<file path="src/rtl/lcd_bus_receiver.sv">
// rtl/lcd_bus_receiver.sv - HD44780-style write-bus receiver with 2x16 buffer; busy model under LCDRX_BUSY_MODEL_EN
module lcd_bus_receiver #(
    parameter int BUSY_CMD = 4,
    parameter int BUSY_CLR = 40
) (
    input  logic       clk,
    input  logic       rst,
    input  logic       lcd_e,
    input  logic       lcd_rs,
    input  logic       lcd_rw,
    input  logic [7:0] lcd_data,
    input  logic [4:0] rd_addr,
    output logic [7:0] rd_char,
    output logic [6:0] cursor_addr,
    output logic       display_on,
    output logic       cursor_on,
    output logic       blink_on,
    output logic       busy,
    output logic       wr_strobe,
    output logic       err_busy
);

    logic       e_q;
    logic       rs_q;
    logic       rw_q;
    logic [7:0] d_q;
    logic [7:0] buffer [32];
    logic       incr_q;

    logic       fall;
    logic       take;
    logic       cmd_clear;
    logic       cmd_home;
    logic       cmd_entry;
    logic       cmd_disp;
    logic       cmd_shift;
    logic       cmd_ddram;
    logic       wr_ok;
    logic [4:0] wr_idx;

    // Falling edge of the enable strobe, using the bus values latched while E was high
    assign fall = e_q & ~lcd_e;

    // Command class by highest set bit of the latched byte
    assign cmd_clear = (d_q == 8'h01);
    assign cmd_home  = (d_q[7:1] == 7'h01);
    assign cmd_entry = (d_q[7:2] == 6'h01);
    assign cmd_disp  = (d_q[7:3] == 5'h01);
    assign cmd_shift = (d_q[7:4] == 4'h1);
    assign cmd_ddram = d_q[7];

    // Only 0x00-0x0F (line 1) and 0x40-0x4F (line 2) map onto the buffer
    assign wr_ok  = (cursor_addr[6:4] == 3'b000) || (cursor_addr[6:4] == 3'b100);
    assign wr_idx = {cursor_addr[6], cursor_addr[3:0]};

    assign rd_char = buffer[rd_addr];

`ifdef LCDRX_BUSY_MODEL_EN
    typedef enum logic [1:0] {IDLE, CLEAR, BUSY} state_t;

    state_t      state_q;
    state_t      state_d;
    logic [15:0] cnt_q;
    logic [4:0]  clr_idx_q;
    logic        err_d;

    assign take  = fall & ~rw_q & (state_q == IDLE);
    assign err_d = fall & ~rw_q & (state_q != IDLE);
    assign busy  = (state_q != IDLE);

    // Next-state: clear walks 32 entries, then the shared counter finishes the busy time
    always_comb begin
        state_d = state_q;
        case (state_q)
            IDLE:    if (take) state_d = (!rs_q && cmd_clear) ? CLEAR : BUSY;
            CLEAR:   if (clr_idx_q == 5'd31) state_d = BUSY;
            BUSY:    if (cnt_q == 16'd0) state_d = IDLE;
            default: state_d = IDLE;
        endcase
    end

    // State register
    always_ff @(posedge clk or posedge rst) begin
        if (rst) state_q <= IDLE;
        else     state_q <= state_d;
    end

    // Busy down-counter spans CLEAR and BUSY so total busy time equals the loaded value plus one
    always_ff @(posedge clk or posedge rst) begin
        if (rst) begin
            cnt_q     <= 16'd0;
            clr_idx_q <= 5'd0;
            err_busy  <= 1'b0;
        end else begin
            err_busy <= err_d;
            if (take) begin
                cnt_q     <= (!rs_q && (cmd_clear || cmd_home)) ? 16'(BUSY_CLR - 1) : 16'(BUSY_CMD - 1);
                clr_idx_q <= 5'd0;
            end else begin
                if (state_q != IDLE && cnt_q != 16'd0) cnt_q <= cnt_q - 16'd1;
                if (state_q == CLEAR) clr_idx_q <= clr_idx_q + 5'd1;
            end
        end
    end
`else
    assign take     = fall & ~rw_q;
    assign busy     = 1'b0;
    assign err_busy = 1'b0;
`endif

    // Bus sampling registers
    always_ff @(posedge clk or posedge rst) begin
        if (rst) begin
            e_q  <= 1'b0;
            rs_q <= 1'b0;
            rw_q <= 1'b0;
            d_q  <= 8'h00;
        end else begin
            e_q  <= lcd_e;
            rs_q <= lcd_rs;
            rw_q <= lcd_rw;
            d_q  <= lcd_data;
        end
    end

    // Character buffer: clear fill and data writes never coincide since writes need IDLE
    always_ff @(posedge clk or posedge rst) begin
        if (rst) begin
            for (int i = 0; i < 32; i++) buffer[i] <= 8'h20;
        end else begin
`ifdef LCDRX_BUSY_MODEL_EN
            if (state_q == CLEAR) buffer[clr_idx_q] <= 8'h20;
`else
            if (take && !rs_q && cmd_clear) begin
                for (int i = 0; i < 32; i++) buffer[i] <= 8'h20;
            end
`endif
            if (take && rs_q && wr_ok) buffer[wr_idx] <= d_q;
        end
    end

    // Cursor, entry mode, display flags and write strobe
    always_ff @(posedge clk or posedge rst) begin
        if (rst) begin
            cursor_addr <= 7'd0;
            incr_q      <= 1'b1;
            display_on  <= 1'b0;
            cursor_on   <= 1'b0;
            blink_on    <= 1'b0;
            wr_strobe   <= 1'b0;
        end else begin
            wr_strobe <= take & rs_q & wr_ok;
            if (take) begin
                if (rs_q) begin
                    cursor_addr <= incr_q ? cursor_addr + 7'd1 : cursor_addr - 7'd1;
                end else if (cmd_ddram) begin
                    cursor_addr <= d_q[6:0];
                end else if (cmd_shift) begin
                    if (!d_q[3]) cursor_addr <= d_q[2] ? cursor_addr + 7'd1 : cursor_addr - 7'd1;
                end else if (cmd_disp) begin
                    display_on <= d_q[2];
                    cursor_on  <= d_q[1];
                    blink_on   <= d_q[0];
                end else if (cmd_entry) begin
                    incr_q <= d_q[1];
                end else if (cmd_home) begin
                    cursor_addr <= 7'd0;
                end else if (cmd_clear) begin
                    cursor_addr <= 7'd0;
                    incr_q      <= 1'b1;
                end
            end
        end
    end

endmodule

</file>
<file path="config.mk">
export PLATFORM = sky130hd
export DESIGN_NAME = lcd_bus_receiver
export DESIGN_NICKNAME = d
export VERILOG_FILES = /design/src/rtl/lcd_bus_receiver.sv
export SDC_FILE = /design/constraint.sdc
export NUM_CORES = 1
export LEC_CHECK = 0
export BUFFER_PORTS_ARGS = -buffer_cell sky130_fd_sc_hd__buf_2
export CORE_MARGIN = 2
export CORE_UTILIZATION = 58
export CTS_BUF_LIST = sky130_fd_sc_hd__clkbuf_4 sky130_fd_sc_hd__clkbuf_8
export CTS_CLUSTER_DIAMETER = 30
export CTS_CLUSTER_SIZE = 16
export DETAILED_ROUTE_END_ITERATION = 6
export PLACE_DENSITY_LB_ADDON = 0.25
export SETUP_SLACK_MARGIN = 0.1
export SYNTH_ARGS = -nofsm -noshare
export SYNTH_HDL_FRONTEND = slang
export SYNTH_SLANG_ARGS = --single-unit
</file>
<file path="constraint.sdc">
create_clock -name clk -period 10.05 [get_ports clk]
set_input_delay 2.5125 -clock clk [delete_from_list [all_inputs] [get_ports clk]]
set_output_delay 2.5125 -clock clk [all_outputs]
set_load 0.02 [all_outputs]
</file>
Word level (Yosys, flattened, before mapping)
Cells that the tools add are included.
{ "word_totals": {"ff_bits": 279} }
{ "op_classes": {"add_sub_neg": 2, "order_cmp": 3, "eq_ne": 10, "n_mux": 21, "bitwise_logic": 12, "n_reduce_logical": 13} }
{ "op_table": {"columns": ["op", "count"], "rows": [
  ["256-bit two-way mux", 2],
  ["256-bit bitwise mux", 1],
  ["7-bit two-way mux", 10],
  ["8-bit binary-select mux with 5-bit select", 1],
  ["8-bit demux with 5-bit select", 1],
  ["8-bit two-way mux", 3],
  ["6-bit >= comparator, second input constant", 2],
  ["5-bit NOT with 6-bit output", 2],
  ["5-bit AND reduction", 2],
  ["8-bit by 1-bit equality test with 1-bit output, second input constant", 1],
  ["4-bit by 3-bit != test with 1-bit output, second input constant", 2],
  ["7-bit by 1-bit adder with 7-bit output, second input constant", 1],
  ["7-bit by 1-bit equality test with 1-bit output, second input constant", 1],
  ["7-bit AND reduction", 1],
  ["7-bit by 1-bit subtractor with 7-bit output, second input constant", 1],
  ["6-bit by 1-bit equality test with 1-bit output, second input constant", 1],
  ["6-bit by 1-bit < comparator with 1-bit output, second input constant", 1],
  ["1-bit NOT", 6],
  ["5-bit by 1-bit equality test with 1-bit output, second input constant", 1],
  ["1-bit logical AND", 5],
  ["5-bit nonzero test", 1],
  ["1-bit AND", 4],
  ["4-bit by 1-bit equality test with 1-bit output, second input constant", 1],
  ["4-bit != test, second input constant", 1],
  ["7 further kinds", 9]
]} }

Longest topological paths before layout
Gate-level depths: netlist of run 1.
{ "logic_depth": {"word_depth": 8, "ltp_mapped": 8} }

Least setup slack after synthesis of run 1
Ideal clock, no wire load.
{ "synth_timing": {"kind": "input to output", "startpoint": "input rd_addr[1]", "endpoint": "output rd_char[0]", "arrival_time_ns": 4.286, "required_ns": 7.537, "slack_ns": 3.252, "cell_stages": 5, "path_buffers": 2, "path_cell_list": "clkbuf_1 -> clkbuf_1 -> mux4_2 -> mux4_2 -> mux2_2"} }
{ "synth_between": {"elab_chain_cells": 4} }
{ "synth_rtl": {"columns": ["element", "line_no", "source"], "rows": [
  ["from (decl)", "12", "input logic [4:0] rd_addr,"],
  ["5-bit NOT with 6-bit output (not written as such)", "56", "assign rd_char = buffer[rd_addr];"],
  ["8-bit binary-select mux with 5-bit select", "56", null],
  ["8-bit two-way mux (not written as such) (2 in a row)", "56", null],
  ["to (decl)", "13", "output logic [7:0] rd_char,"]
]} }
No other way between the ends. The select of a mux whose other input is x is not followed.

Worst setup path in the final report of run 1
{ "layout_timing": {"startpoint": "input rd_addr[0]", "endpoint": "output rd_char[7]"} }
Same word-level chain as after synthesis.

==> results of run 1 <==
-- logic make-up (layout without fill, tap and decap cells) --
logic type	after synthesis	count (layout)	synth area share (%)
and+or+nand+nor	181	181	7.22
AOI/OAI and AO/OA	284	284	18.4
DFF	279	279	55.5
adders and majority gates	5	5	0.494
other	1	2	0.0296
buffers and inverters	76	157	2.65
muxes	92	92	15.3
xor gates and xnor gates	6	6	0.415
-- through the flow --
step	util, %	instances	hold slack (ns)	power, µW	setup WS (ns)
after floorplan	-	925	0.461	1630	3.25
after global placement	60.3	1191	0.477	1740	2.30
after detailed placement	60.3	1191	0.477	1750	2.24
after CTS	65.8	1286	0.496	2980	2.24
after global routing	65.8	1286	0.508	3080	2.09
final	65.8	1286	0.493	2980	2.29
-- registers in the layout, summed over array words and instances (netlist names) --
register	count
blink_on	1
buffer	256
cursor_addr	7
cursor_on	1
d_q	8
display_on	1
e_q	1
incr_q	1
rs_q	1
rw_q	1
wr_strobe	1
-- layer usage --
| metal | vias to the layer above | track usage [%] |
|---|---|---|
| li1 | 3692 | - |
| met1 | 4490 | 48.3 |
| met2 | 523 | 41.8 |
| met3 | 54 | 9.40 |
| met4 | 2 | 7.08 |
| met5 | - | 0 |
-- cell usage after synthesis (all sizes together), types with 3 or more instances --
library cell	number
nand2	40
and3	3
or3b	3
clkbuf	43
mux4	80
dfrtp	246
nor3b	3
buf	27
nand2b	5
nor3	9
a21oi	4
o221ai	3
nand3	6
mux2	11
ha	5
dfstp	33
nor2	100
nor4	3
inv	6
a22o	228
xnor2	4
o21ai	37
-- power breakdown --
group / internal, µW / switching [µW] / total, µW / leakage, µW
logic: 187 / 184 / 371 / 0.00202
clock network: 685 / 550 / 1230 / 0.000596
registers: 1250 / 119 / 1370 / 0.00371
total: 2120 / 853 / 2980 / 0.00633
-- worst min-delay path by stage --
stage                  end  cells past startpoint  slack, ns        start
2_1_floorplan  buffer[104]                      1       0.46  buffer[104]
3_3_place_gp   buffer[169]                      1       0.48  buffer[169]
3_5_place_dp   buffer[218]                      1       0.48  buffer[218]
4_1_cts        buffer[209]                      1       0.50  buffer[209]
5_1_grt        buffer[164]                      1       0.51  buffer[164]
6_report       buffer[209]                      1       0.49  buffer[209]
-- cell usage in the layout (no fill, tap or decap), types with 5 or more instances in the layout --
| cell | n |
|---|---|
| a22o_1 | 228 |
| buf_2 | 35 |
| buf_4 | 21 |
| bufinv_16 | 5 |
| clkbuf_4 | 8 |
| clkbuf_8 | 53 |
| clkinv_4 | 8 |
| clkinvlp_4 | 6 |
| dfrtp_1 | 246 |
| dfstp_2 | 33 |
| ha_1 | 5 |
| inv_1 | 5 |
| inv_6 | 14 |
| mux2_2 | 11 |
| mux4_2 | 80 |
| nand2_1 | 40 |
| nand2b_1 | 5 |
| nor2_1 | 82 |
| nor2_2 | 18 |
| o21ai_0 | 18 |
| o21ai_1 | 19 |
-- area by class of cell --
class	instances	area, µm²	area share, %
Inverter	6	26.3	0.185
Sequential cell	279	7020	49.4
Timing Repair Buffer	56	333	2.34
Multi-Input combinational cell	570	5300	37.3
Tap cell	280	350	2.46
Clock inverter	34	397	2.79
Clock buffer	61	790	5.55
==> flow_summary.ini, run 1 <==
[job]
drv_cap = 0

[routing]
wl_um = 33800
wl_per_cell_um = 26.3
vias = 8761
dr.pass1.iters = 5
met3_length_um = 3950
dr_wl_met2_um = 14500
viasPerCell = 6.81
ant_nets = 0
drc_errors = 0
top_layer = met5
drt_iter0_markers = 927
met1Wirelength_um = 14800

[cells_and_area]
nFillCells = 1552
fin_nets = 987
drive_above_1_share_pct = 30.7
area_growth_pct = 12.4
design_area_um2 = 14200
diodes = 0

[worst_setup_path]
r2r-end = buffer[178]
r2r-start = rs_q
critPathKind = in2out
critPathCaptureType = output port
slowest_delay_ns = 0.64
ff2ff_path_depth = 5
cp.buffers_inverters = 3
required_ns = 7.54
arrival_ns = 5.25
startpoint = rd_addr[0]
crit_chain = buf_4 > buf_4 > mux4_2 > mux4_2 > mux2_2 > buf_2
crit_family = multiplexers
crit_path_end = rd_char[7]
worst_setup_path_start_kind = input pin
cp_max_fo = 43
path_depth = 6
cp_slowest_cell = buf_4
rrSetupSlack_ns = 7.22

[timing]
hold_viol_final = 0
rsz0062_at_grt = false
layout_min_cycle_time_ns = 7.76
worstMarginPinSlew_ns = 1.03
finalSetupViolations = 0
clock.fmax_mhz = 129
skew_ns = 0.0209
drv_slew = 0
timing.final.crit_share_pct = 77.2
timing.slew.headroom_pct = 31.4
finalSetupTns_ns = 0

[synth]
ys_ff_latch = 279
ys_types = 50
ys_top_cells_by_area = dfrtp_1, a22o_1, mux4_2, dfstp_2, nor2_1
yosysTopAreaCell = dfrtp_1
synth.avg_cell_area_um2 = 13.7
netlist_area_um2 = 12700
synth_top_cell_area_share_pct = 48.6
async_flop_share_pct = 100
yosysSeqAreaShare_pct = 55.5
synth_edf_count = 0
yosysWarnings = 0
netlist_instances = 924
synth-main-ff-cell = dfrtp_1

[grt]
antenna_found_initial = 1
grt_pass1_vias = 8620
grt_pass1_wl_um = 52600
track_usage_pct = 30.6
grt_max_degree = 84
grt_overflow = 0

[power_and_ir_drop]
vdd_ir_drop_max_uv = 96.4
p_leak_uw = 0.00633
powerDensity_nw_per_um2 = 209

[clocking]
ctsHoldBuffers = 0
cts_resized = 0
root_buffer = clkbuf_8
clk_latency_ns = 0.59
cts_tree = yes
cts_buffer_depth = 3
cts_sinks = 279
h-tree-depth = 2
numCtsBuffers = 51
postCtsSetupRepairBufs = 0
clk_pin_slew_ns = 0.05

[placed_design]
placed_area_um2 = 13000
port_buffers = 36
hpwlAfterDp_um = 21100
gp_congestion = 0.881

[outcome]
outcome = completed

[floorplan]
core_area_um2 = 21600
initial_core_util_pct = 58.5
die_height_um = 152
rows = 54
io_pins = 39
die_area_um2 = 23000
die_w_um = 152

[hold_path]
hp-class = reg2reg
No activity file was read; power rests on OpenSTA's default activity.
==> run 2: changes to the inputs <==
- clock period: 10.05 -> 6.3 ns (I/O delays scaled with it)
==> run 2 against run 1 <==
  * First-iteration DRC count shrank 19%
  * Total power grew 67%
  * Sequential share of layout area shrank 0.68 points
  * Final cell count grew 0.54%
  * Clock power grew 79%
  * Register-to-register slack lost 3.8 ns
  * Clock skew shrank 0.0085 ns
  * Cell area grew 1.4%
  * Via count shrank 0.50%
  * Non-clock buffer count shrank 3
  * Die area is the same
  * Critical path type unchanged
  * Largest power group is now clock
==> flow_summary.ini, run 2 (synthesis results as in run 1) <==
[outcome]
outcome = completed

[clocking]
ctsHoldBuffers = 0
postCtsSetupRepairBufs = 0
h-tree-depth = 2
clk_latency_ns = 0.59
cts_tree = yes
clk_pin_slew_ns = 0.05
cts_resized = 0
cts_buffer_depth = 3
cts_sinks = 279
root_buffer = clkbuf_8
numCtsBuffers = 56

[worst_setup_path]
ff2ff_path_depth = 5
rrSetupSlack_ns = 3.38
critPathKind = in2out
startpoint = rd_addr[0]
slowest_delay_ns = 0.56
arrival_ns = 3.93
r2r-end = buffer[209]
crit_family = multiplexers
crit_chain = buf_4 > buf_4 > mux4_2 > mux4_2 > mux2_2 > buf_2
worst_setup_path_start_kind = input pin
cp.buffers_inverters = 3
critPathCaptureType = output port
path_depth = 6
crit_path_end = rd_char[2]
required_ns = 4.72
cp_slowest_cell = mux4_2
r2r-start = rs_q
cp_max_fo = 26

[floorplan]
io_pins = 39
core_area_um2 = 21600
die_area_um2 = 23000
rows = 54
die_height_um = 152
initial_core_util_pct = 58.5
die_w_um = 152

[timing]
timing.final.crit_share_pct = 87.5
finalSetupTns_ns = 0
skew_ns = 0.0123
worstMarginPinSlew_ns = 0.916
clock.fmax_mhz = 182
rsz0062_at_grt = false
finalSetupViolations = 0
layout_min_cycle_time_ns = 5.51
timing.slew.headroom_pct = 38.9
hold_viol_final = 0
setup_ws_ns = 0.791
drv_slew = 0

[routing]
drt_iter0_markers = 753
viasPerCell = 6.74
dr.pass1.iters = 5
drc_errors = 0
vias = 8717
wl_per_cell_um = 25.5
ant_nets = 0
wl_um = 33000

[placed_design]
port_buffers = 36
dp_slack_ns = 0.786
hpwlAfterDp_um = 20800
gp_congestion = 0.860

[cells_and_area]
fin_util_pct = 66.7
fin_nets = 989
diodes = 0
largest_reg_flops = 256
drive_above_1_share_pct = 31.2
final_common_cell = dfrtp_1
largestRegisters = buffer: 256 flops, d_q: 8 flops, cursor_addr: 7 flops
area_growth_pct = 13.9
mostFrequentLayoutCells = dfrtp_1, a22o_1, nor2_1
top_register = buffer

[hold_path]
hold_depth = 1
hp-class = reg2reg
hp-start = buffer[23]

[grt]
grt_pass1_wl_um = 51600
grt_max_degree = 162
grt_pass1_vias = 8750
grt_overflow = 0
track_usage_pct = 30.0
antenna_found_initial = 0

[power_and_ir_drop]
p_leak_uw = 0.00642
vdd_ir_drop_max_uv = 164
fin_total_pwr_uw = 4980
powerDensity_nw_per_um2 = 345

[job]
drv_cap = 0
## run 2: cell count changes in the layout (fill, tap and decap cells not counted)
cell	delta
bufinv_16	+3
buf_12	+3
clkinv_4	-5
clkinvlp_4	+3
clkinv_2	+7
buf_4	-6
inv_6	-6
clkbuf_4	-3
inv_8	-1
clkbuf_8	+12
## run 2: cell type report
class / instances / area, µm²
Inverter: 6 / 26.3
Sequential cell: 279 / 7020
Timing Repair Buffer: 53 / 348
Fill cell: 1485 / 7200
Clock buffer: 70 / 932
Clock inverter: 35 / 437
Multi-Input combinational cell: 570 / 5300
Tap cell: 280 / 350
## run 2: how the worst min path moves through the flow
stage               slack, ns           to
floorplan                0.46  buffer[104]
global placement         0.48    buffer[7]
detailed placement       0.48  buffer[126]
CTS                      0.50  buffer[236]
global route             0.51   buffer[23]
finish                   0.49   buffer[23]
## run 2: worst reg2reg max path, delay by kind of cell (launching register included)
family	cells	cell delay [ns]
and+or+nand+nor	4	1.92
AOI/OAI and AO/OA	1	0.27
DFF	1	0.61
## run 2: metal layers
| metal | up-vias | global-route usage [%] | part of all wire [%] |
|---|---|---|---|
| met5 | - | 0 | 0 |
| met4 | 0 | 10.6 | 2.8 |
| met3 | 72 | 9.07 | 11 |
| met2 | 527 | 41.1 | 43 |
| met1 | 4423 | 45.8 | 43 |
| li1 | 3695 | - | - |
## run 2: stage by stage
stage / cells / instance area, µm² / hold slack [ns]
6_report: 1293 / 14400 / 0.493
5_1_grt: 1293 / 14400 / 0.509
4_1_cts: 1293 / 14400 / 0.496
3_5_place_dp: 1188 / 13000 / 0.478
3_3_place_gp: 1188 / 13000 / 0.478
2_1_floorplan: 925 / 12700 / 0.461
## run 2: report_power, final
part,switching [µW],leakage [µW],internal [µW]
combinational,301,0.00202,302
sequential,178,0.00371,2000
clock,869,0.000684,1330
==> run 3: changes to the inputs <==
- ABC_AREA: default -> 1
- CORE_UTILIZATION: 58 -> 59
==> run 3 against run 2 <==
  * Cell area increased by 6.0%
  * Clock skew increased by 0.025 ns
  * Area after synthesis increased by 8.2%
  * Worst hold slack improved by 0.0069 ns
  * Via count increased by 45%
  * Core utilization increased by 0.63 points
  * Wire length increased by 18%
  * Combinational power decreased by 14%
  * Worst setup slack improved by 0.24 ns
  * Largest power group unchanged
  * Highest routed layer unchanged
==> flow_summary.ini, run 3 <==
[timing]
layout_min_cycle_time_ns = 5.27
finalSetupTns_ns = 0
rsz0062_at_grt = false
finalSetupViolations = 0
drv_slew = 0
worstMarginPinSlew_ns = 1.31
clock.fmax_mhz = 190
hold_viol_final = 0
timing.slew.headroom_pct = 12.6
skew_ns = 0.0372
timing.final.crit_share_pct = 83.7

[floorplan]
rows = 55
core_area_um2 = 22700
io_pins = 39
die_area_um2 = 24400
die_w_um = 156
die_height_um = 156
initial_core_util_pct = 60.3

[clocking]
h-tree-depth = 2
clk_latency_ns = 0.60
ctsHoldBuffers = 0
postCtsSetupRepairBufs = 0
numCtsBuffers = 57
cts_tree = yes
root_buffer = clkbuf_8
cts_sinks = 279
cts_buffer_depth = 3
cts_resized = 0
clk_pin_slew_ns = 0.05

[worst_setup_path]
cp_slowest_cell = buf_4
cp.buffers_inverters = 3
critPathKind = in2out
cp_max_fo = 47
rrSetupSlack_ns = 2.43
required_ns = 4.72
slowest_delay_ns = 0.57
worst_setup_path_start_kind = input pin
ff2ff_path_depth = 9
r2r-start = d_q[5]
crit_chain = buf_4 > buf_4 > nand2_1 > nand3_1 > nand3_1 > nand2_1 > nand2_1 > nand3_1 > and2_1 > buf_2
r2r-end = buffer[104]
arrival_ns = 3.70
crit_family = buffers and inverters
path_depth = 10
critPathCaptureType = output port

[cells_and_area]
largest_reg_flops = 256
area_growth_pct = 11.6
nFillCells = 1872
largestRegisters = buffer: 256 flops, d_q: 8 flops, cursor_addr: 7 flops
final_common_cell = nand3_1
drive_above_1_share_pct = 12.0
diodes = 0
mostFrequentLayoutCells = nand3_1, nand2_1, o21ai_0
top_register = buffer
fin_util_pct = 67.3
fin_nets = 1747

[grt]
grt_overflow = 0
grt_pass1_wl_um = 63900
grt_max_degree = 131
grt_pass1_vias = 12000
antenna_found_initial = 0
track_usage_pct = 32.8

[synth]
ys_top_cells_by_area = dfrtp_1, nand3_1, nand2_1, o21ai_0, dfstp_2
async_flop_share_pct = 100
synth.avg_cell_area_um2 = 7.81
synth_edf_count = 0
ys_ff_latch = 279
synth_top_cell_area_share_pct = 45.0
yosysWarnings = 0
synth-main-ff-cell = dfrtp_1
synth.top_cells.by_count = nand3_1, nand2_1, o21ai_0
netlist_area_um2 = 13700
yosysSeqAreaShare_pct = 51.3
ys_types = 24
yosysTopAreaCell = dfrtp_1
synth_most_common_cell = nand3_1
netlist_instances = 1753

[job]
drv_cap = 0

[placed_design]
port_buffers = 36
hpwlAfterDp_um = 22300
gp_congestion = 0.900

[power_and_ir_drop]
vdd_ir_drop_max_uv = 259
p_leak_uw = 0.00723
fin_total_pwr_uw = 4770
combinationalPowerShare_pct = 10.8
power_frac_seq_pct = 41.8
switchingPower_uw = 1300
switching_share_pct = 27.2
p_int_uw = 3470
powerDensity_nw_per_um2 = 312
clkPwrFrac_pct = 47.4

[routing]
wl_per_cell_um = 18.9
drc_errors = 0
drt_iter0_markers = 1299
vias = 12600
ant_nets = 0
viasPerCell = 6.14
wl_um = 38900
dr.pass1.iters = 5

[hold_path]
hp-start = blink_on
hold_end = blink_on
hold_depth = 2
hp-class = reg2reg

[outcome]
outcome = completed
==> run 3: metrics by stage <==
| stage | hold WS, ns | std cells | setup slack, ns | area, µm² |
|---|---|---|---|---|
| 6_report | 0.500 | 2057 | 1.03 | 15300 |
| 5_1_grt | 0.521 | 2057 | 0.916 | 15300 |
| 4_1_cts | 0.502 | 2057 | 1.12 | 15300 |
| 3_5_place_dp | 0.487 | 1950 | 1.16 | 13900 |
| 3_3_place_gp | 0.479 | 1950 | 1.17 | 13900 |
| 2_1_floorplan | 0.480 | 1754 | 1.06 | 13700 |
==> run 3: worst max-delay path by stage <==
| stage | slack (ns) | end | start |
|---|---|---|---|
| 3_5_place_dp | 1.16 | rd_char[2] | rd_addr[0] |
| 2_1_floorplan | 1.06 | blink_on | rst |
| 4_1_cts | 1.12 | rd_char[2] | rd_addr[0] |
| 5_1_grt | 0.92 | rd_char[2] | rd_addr[0] |
| 6_report | 1.03 | rd_char[2] | rd_addr[0] |
| 3_3_place_gp | 1.17 | rd_char[4] | rd_addr[0] |
==> run 3: final cells by class <==
| class | count | area (µm²) | share of cell area [%] |
|---|---|---|---|
| timing repair buffer | 57 | 390 | 2.55 |
| clock inverter | 30 | 413 | 2.70 |
| inverter | 72 | 277 | 1.81 |
| sequential | 279 | 7020 | 45.9 |
| clock buffer | 77 | 991 | 6.48 |
| multi-input combinational | 1257 | 5840 | 38.2 |
| tap | 285 | 357 | 2.33 |
==> run 3: routing by layer <==
metal	track usage, %	share of wire [%]
met5	0	0
met4	11.7	3.0
met3	7.95	10
met2	51.0	46
met1	45.4	41
==> run 3: logic make-up (layout without fill, tap and decap cells) <==
logic type	Yosys count	in the layout	share of synthesized area, %
and+or+nand+nor	969	969	31.5
DFF	279	279	51.3
AOI/OAI and AO/OA	276	276	10.1
buffers and inverters	218	236	6.25
adders and majority gates	5	5	0.457
xor gates and xnor gates	5	5	0.320
other	1	2	0.0274
==> run 3: power groups by stage <==
stage	sequential [µW]	combinational, µW	clock, µW
floorplan	2000	360	0
global placement	2020	498	0
detailed placement	2020	511	0
CTS	1990	513	2280
global route	2000	581	2360
finish	1990	517	2260
==> run 3: worst reg2reg max path, cell delays in order, from the launching register on <==
cell     delay (ns)
dfrtp_1        0.40
inv_1          0.90
nand3_1        0.15
inv_1          0.17
nand2_1        0.08
nor2_1         0.21
nand3_4        0.81
buf_12         0.60
nand3_1        0.25
o21ai_0        0.11
